--- config.mk ---
export PLATFORM = sky130hd
export DESIGN_NAME = rr_arbiter_ack
export DESIGN_NICKNAME = d
export VERILOG_FILES = /design/src/rtl/rr_arbiter_ack.sv
export SDC_FILE = /design/constraint.sdc
export NUM_CORES = 1
export LEC_CHECK = 0
export BUFFER_PORTS_ARGS = -buffer_cell sky130_fd_sc_hd__buf_2
export CAP_MARGIN = 20
export CORE_MARGIN = 2
export CORE_UTILIZATION = 25
export DETAILED_ROUTE_END_ITERATION = 8
export GPL_TIMING_DRIVEN = 0
export PLACE_DENSITY = 0.44
export SLEW_MARGIN = 15
export SYNTH_ARGS = -nofsm -noshare
export SYNTH_HDL_FRONTEND = slang
export SYNTH_SLANG_ARGS = --single-unit
--- constraint.sdc ---
create_clock -name clk -period 1.95 [get_ports clk]
set_clock_uncertainty 0.1 [all_clocks]
set_input_delay 0.195 -clock clk [delete_from_list [all_inputs] [get_ports clk]]
set_output_delay 0.195 -clock clk [all_outputs]
set_load 0.03 [all_outputs]
--- src/rtl/rr_arbiter_ack.sv ---
// rr_arbiter_ack: registered N-way round-robin/fixed-priority arbiter with request or acknowledge grant hold
module rr_arbiter_ack #(
   parameter int PORTS = 4,
   parameter bit ARB_TYPE_ROUND_ROBIN = 1'b1,
   parameter int BLOCK = 2,
   localparam int W = $clog2(PORTS)
) (
   input  logic             clk,
   input  logic             rst,
   input  logic [PORTS-1:0] request,
   input  logic [PORTS-1:0] acknowledge,
   output logic [PORTS-1:0] grant,
   output logic             grant_valid,
   output logic [W-1:0]     grant_encoded
);
   logic [W-1:0]     last_idx;
   logic [PORTS-1:0] masked;
   logic [PORTS-1:0] src;
   logic [W-1:0]     pick;
   logic             hold;

   // Pick the next winner: ports after the last grant first, otherwise wrap to the lowest requester
   always_comb begin
      masked = '0;
      for (int i = 0; i < PORTS; i++) masked[i] = request[i] && (W'(i) > last_idx);
      src = (ARB_TYPE_ROUND_ROBIN && |masked) ? masked : request;
      pick = '0;
      for (int i = PORTS - 1; i >= 0; i--) if (src[i]) pick = W'(i);
      hold = (BLOCK == 1) ? (grant_valid && request[grant_encoded]) :
             (BLOCK == 2) ? (grant_valid && !acknowledge[grant_encoded]) : 1'b0;
   end

   // Register the grant unless the current owner is still holding it
   always_ff @(posedge clk or posedge rst) begin
      if (rst) begin
         grant         <= '0;
         grant_valid   <= 1'b0;
         grant_encoded <= '0;
         last_idx      <= W'(PORTS - 1);
      end else if (!hold) begin
         grant         <= (|request) ? ({{(PORTS-1){1'b0}}, 1'b1} << pick) : '0;
         grant_valid   <= |request;
         grant_encoded <= (|request) ? pick : '0;
         if (|request) last_idx <= pick;
      end
   end
endmodule

# Yosys cells after proc, flatten, opt, wreduce, memory -nomap -nowiden
# Cells that the tools add are included.
[word_totals] reg_bits=9 input_bits=10 output_inout_bits=7 wordCells=29
[classes] n_lt_le_gt_ge=5 n_shift=1 n_mux=9 bitwise=1 n_reduce_logical=9
[op_table] operator="two-way mux 2 bit" n=5
[op_table] operator="two-way mux 4 bit" n=2
[op_table] operator="OR reduction 4 bit" n=2
[op_table] operator="logical AND 1 bit" n=5
[op_table] operator="greater-than comparator 1 x 2 -> 1 bit, first input constant" n=2
[op_table] operator="greater-than comparator 2 bit, first input constant" n=2
[op_table] operator="left shift 1 x 2 -> 4 bit, first input constant" n=1
[op_table] operator="less-than comparator 2 x 3 -> 1 bit, second input constant" n=1
[op_table] operator="binary-select mux 1 bit (select 2 bit)" n=1
[op_table] operator="AND reduction 2 bit" n=1
[op_table] operator="logical NOT 1 bit" n=1
[op_table] operator="two-way mux 1 bit" n=1
[op_table] operator="NOT 1 bit" n=1

# Longest topological paths before layout
[logic_depth] word_depth=10 mapped_depth=5

# Worst setup path after synthesis
# OpenSTA, ideal clock, no wires.
[synth_timing] path_type="flip-flop to flip-flop" startpoint="register grant_encoded[0]" endpoint="register grant[2]" setup_ns=0.121 arrival_ns=1.360 setup_slack_ns=0.369 stages_incl_launch_ff=5 path_cell_list="dfrtp_1 -> mux2_2 -> o2bb2ai_4 -> nor2_1 -> a22o_1"
[synth_between] elab_chain_cells=4
[synth_lines] element="from (decl)" line="14" text="output logic [W-1:0] grant_encoded"
[synth_lines] element="from (signal assigned)" line="43" text="grant_encoded <= (|request) ? pick : '0;"
[synth_lines] element="binary-select mux 1 bit (select 2 bit)" line="30" text="(BLOCK == 2) ? (grant_valid && !acknowledge[grant_encoded]) : 1'b0;"
[synth_lines] element="two-way mux 1 bit (not written as such)" line="30"
[synth_lines] element="logical NOT 1 bit" line="30"
[synth_lines] element="logical AND 1 bit" line="30"
[synth_lines] element="to (signal assigned)" line="41" text="grant <= (|request) ? ({{(PORTS-1){1'b0}}, 1'b1} << pick) : '0;"
[synth_lines] element="to (decl)" line="12" text="output logic [PORTS-1:0] grant,"
# Every way passes these cells. The select of a mux whose other input is x is not followed.
# A chain may end at the register's enable or synchronous reset.

# Worst setup path in the final report
[layout_timing] startpoint="register last_idx[1]" endpoint="register grant[2]"
[layout_between] elab_chain_cells=10 word_cells_on_any_way=16
[layout_lines] element="from (decl)" line="16" text="logic [W-1:0] last_idx;"
[layout_lines] element="from (signal assigned)" line="39" text="last_idx <= W'(PORTS - 1);"
[layout_lines] element="from (signal assigned)" line="44" text="if (|request) last_idx <= pick;"
[layout_lines] element="greater-than comparator 1 x 2 -> 1 bit or greater-than comparator 2 bit (tied branches)" line="25" text="for (int i = 0; i < PORTS; i++) masked[i] = request[i] && (W'(i) > last_idx);"
[layout_lines] element="logical AND 1 bit" line="25"
[layout_lines] element="OR reduction 4 bit" line="26" text="src = (ARB_TYPE_ROUND_ROBIN && |masked) ? masked : request;"
[layout_lines] element="two-way mux 4 bit *" line="26"
[layout_lines] element="two-way mux 2 bit (3 in series)" line="28" text="for (int i = PORTS - 1; i >= 0; i--) if (src[i]) pick = W'(i);"
[layout_lines] element="two-way mux 2 bit *" line="28"
[layout_lines] element="left shift 1 x 2 -> 4 bit *" line="41"
[layout_lines] element="two-way mux 4 bit *" line="41"
# Every way passes the cells marked *; elsewhere a longest branch is shown, timed or not.

==> impl_metrics.csv <==
group,metric,value,unit
status,outcome,"finished clean",
synthesis,synth_seq_cells,9,
sta,worst_pin_slew,0.312,ns
synthesis,synthFlopType,"dfrtp_1",
layout,area_growth,29.7,%
synthesis,synth_top_area_cell,"dfrtp_1",
global_routing,grt_antenna_before_repair,0,
drt,remaining_drc_errors,0,
sta,rsz0062_at_grt,"false",
layout,antennaDiodeCount,0,
layout,seq_area,228,um2
critical_path,reg2reg_slack,0.37,ns
synthesis,synth_top_area_share,34.7,%
synthesis,synthTopCellsByArea,"dfrtp_1 35%, dfstp_2 10%, o2bb2ai_4 5.4%",
clock_network,cts_tree,"built",
clock_network,clk_path_buf_depth,2,
critical_path,start_kind,"flip-flop",
clock_network,post_cts_buffers,0,
sta,max_freq,0.634,GHz
power,p_leak,0.306,nW
hold_path,hold_depth,3,
placement,dp_hpwl,840,um
critical_path,crit_arrival,1.67,ns
drt,wl_met3,40,um
floorplanning,coreArea,1940,um2
floorplanning,die-area,2400,um2
synthesis,synthCells,51,
drt,vias_per_cell,4.64,
layout,final_cell_area,656,um2
hold_path,min_to,"grant_valid$_DFFE_PP0N_",
synthesis,yosysSeqAreaShare,45.0,%
clock_network,clock-root-buffer,"clkbuf_4",
global_routing,grt_max_degree,11,
hold_path,hp-start,"request[1]",
placement,place_congestion,0.744,
layout,nFillCells,218,
critical_path,worst-setup-path-type,"reg2reg",
sta,relSlewSlack,78.6,%
global_routing,grt_pass1_wl,1840,um
synthesis,yosysWarningCount,0,
power,pwr_density_cell,1590,nW/um2
clock_network,cts_sinks,9,
critical_path,r2r_cells,5,
global_routing,grt_pass1_vias,461,
clock_network,cts_buffers,3,
clock_network,h-tree-depth,1,
sta,final_hold_viol_count,0,
synthesis,synthDistinctLibCells,26,
clock_network,clkTransAtPathRegs,0.06,ns
floorplanning,ios,17,
drt,first_iter_violations,2,
critical_path,cp-end-kind,"flip-flop",
drt,num_vias,459,
sta,tns,0,ns
drt,drt-met1-wl,527,um
clock_network,insertion_delay,0.25,ns
power,ir_drop,387,uV
synthesis,synthesis.area,505,um2
drt,drt-pass1-iter-count,4,
critical_path,r2r_end,"grant[2]$_DFFE_PP0N_",
sta,setup_viol,0,
floorplanning,die_w,49.0,um
synthesis,yosys.cell_count.top_type,"dfrtp_1",
hold_path,hp-class,"in2reg",
floorplanning,die_y,49.0,um
critical_path,cp.required,2.04,ns
placement,portBuffers,16,
sta,drv_slew,0,
placement,place_area,619,um2
sta,fin_crit_sh,80.9,%
layout,nNetsFinal,83,
global_routing,grt_usage,9.96,%
drt,wl_per_cell,10.8,um
synthesis,postSynthAreaPerCell,9.91,um2
job,cap_violations,0,
layout,multi_input_area,250,um2
drt,wl_met2,487,um
drt,maxUsedRoutingLayer,"met4",
global_routing,grt_remaining_overflow,0,
drt,ant_nets,0,
sta,fin_crit,1.58,ns
floorplanning,row_count,16,
synthesis,synth_edf_count,0,
drt,routed_wl,1070,um
critical_path,crit_path_max_fanout,8,
synthesis,ys_async_sr_fraction,100,%
layout,drive_above_1_share,34.7,%
floorplanning,start_util,26.0,%
critical_path,r2r_start,"last_idx[1]$_DFFE_PP1P_",
synthesis,synthTopCellsByCount,"7 x dfrtp_1, 5 x nor2_1, 4 x inv_1, 4 x nand2_1",
synthesis,syn_nets,61,
==> sequential cells by signal, summed over array words and instances (netlist names) <==
signal,flops
grant,4
grant_encoded,2
grant_valid,1
last_idx,2
==> area by class of cell <==
class                      count  share of cell area, %
buffer                         2                   1.91
clock buffer                   4                   4.01
inverter                       4                   2.29
multi-input combinational     36                   38.2
sequential                     9                   34.7
tap                           27                   5.15
timing repair buffer          17                   13.7
==> placed cells by master (no fill, tap or decap), types with 2 or more instances in the layout <==
cell type | Yosys | final
o221ai_1 | 2 | 2
a22o_1 | 2 | 2
dfrtp_1 | 7 | 7
inv_1 | 4 | 4
clkbuf_4 | 0 | 3
nand2b_1 | 2 | 2
nand2_1 | 4 | 4
a21o_1 | 2 | 2
a21oi_1 | 3 | 3
o21ai_0 | 3 | 3
dfstp_2 | 2 | 2
buf_2 | 1 | 17
nor2_1 | 5 | 5
==> routing by layer <==
metal	GRT usage (%)	up-vias
met5	0	-
met4	8.10	0
met3	0.920	2
met2	16.0	16
met1	12.1	214
li1	-	227
==> timing repair <==
action	in CTS	in global routing
gates resized for setup	0	0
endpoints found under the hold margin	7	0
hold buffers	1	0
==> through the flow <==
| step | util, % | hold WS (ns) | power (W) | worst slack (ns) | cells |
|---|---|---|---|---|---|
| 6_report | 33.8 | 0.123 | 0.00105 | 0.372 | 99 |
| 5_1_grt | 33.8 | 0.157 | 0.00112 | 0.317 | 99 |
| 4_1_cts | 33.8 | 0.115 | 0.00106 | 0.372 | 99 |
| 3_5_place_dp | 31.9 | 0.0807 | 0.000909 | 0.386 | 94 |
| 3_3_place_gp | 31.9 | 0.0755 | 0.000909 | 0.392 | 94 |
| 2_1_floorplan | - | -0.0785 | 0.000771 | 0.369 | 51 |
==> how the worst max path moves through the flow <==
stage | start | end | slack, ns
after global placement | last_idx[1]$_DFFE_PP1P_ | grant[2]$_DFFE_PP0N_ | 0.39
after floorplan | grant_encoded[0]$_DFFE_PP0N_ | grant[2]$_DFFE_PP0N_ | 0.37
after CTS | last_idx[1]$_DFFE_PP1P_ | grant[2]$_DFFE_PP0N_ | 0.37
after global routing | last_idx[1]$_DFFE_PP1P_ | grant[2]$_DFFE_PP0N_ | 0.32
after detailed placement | last_idx[1]$_DFFE_PP1P_ | grant[2]$_DFFE_PP0N_ | 0.39
final | last_idx[1]$_DFFE_PP1P_ | grant[2]$_DFFE_PP0N_ | 0.37
==> power breakdown <==
part           switching, W  internal [W]  total [W]
logic              0.000343      0.000226   0.000569
registers         0.0000531      0.000282   0.000335
clock network     0.0000629     0.0000787   0.000142
total              0.000459      0.000586    0.00105
==> logic make-up (layout without fill, tap and decap cells) <==
family                 Yosys count  after routing  synth area share, %
multiplexers                     2              2                 4.21
AO/OA/AOI/OAI                   19             19                 30.7
AND/OR/NAND/NOR                 15             15                 14.6
buffers and inverters            6             27                 5.44
flip-flops                       9              9                 45.0
==> critical path, cell delays in order, from the launching register on <==
cell and delay [ns]:
dfstp_2 0.52, buf_2 0.18, nor3b_1 0.07, a311o_1 0.37
nor2_1 0.14, a22o_1 0.14
No activity file was read; power rests on OpenSTA's default activity.
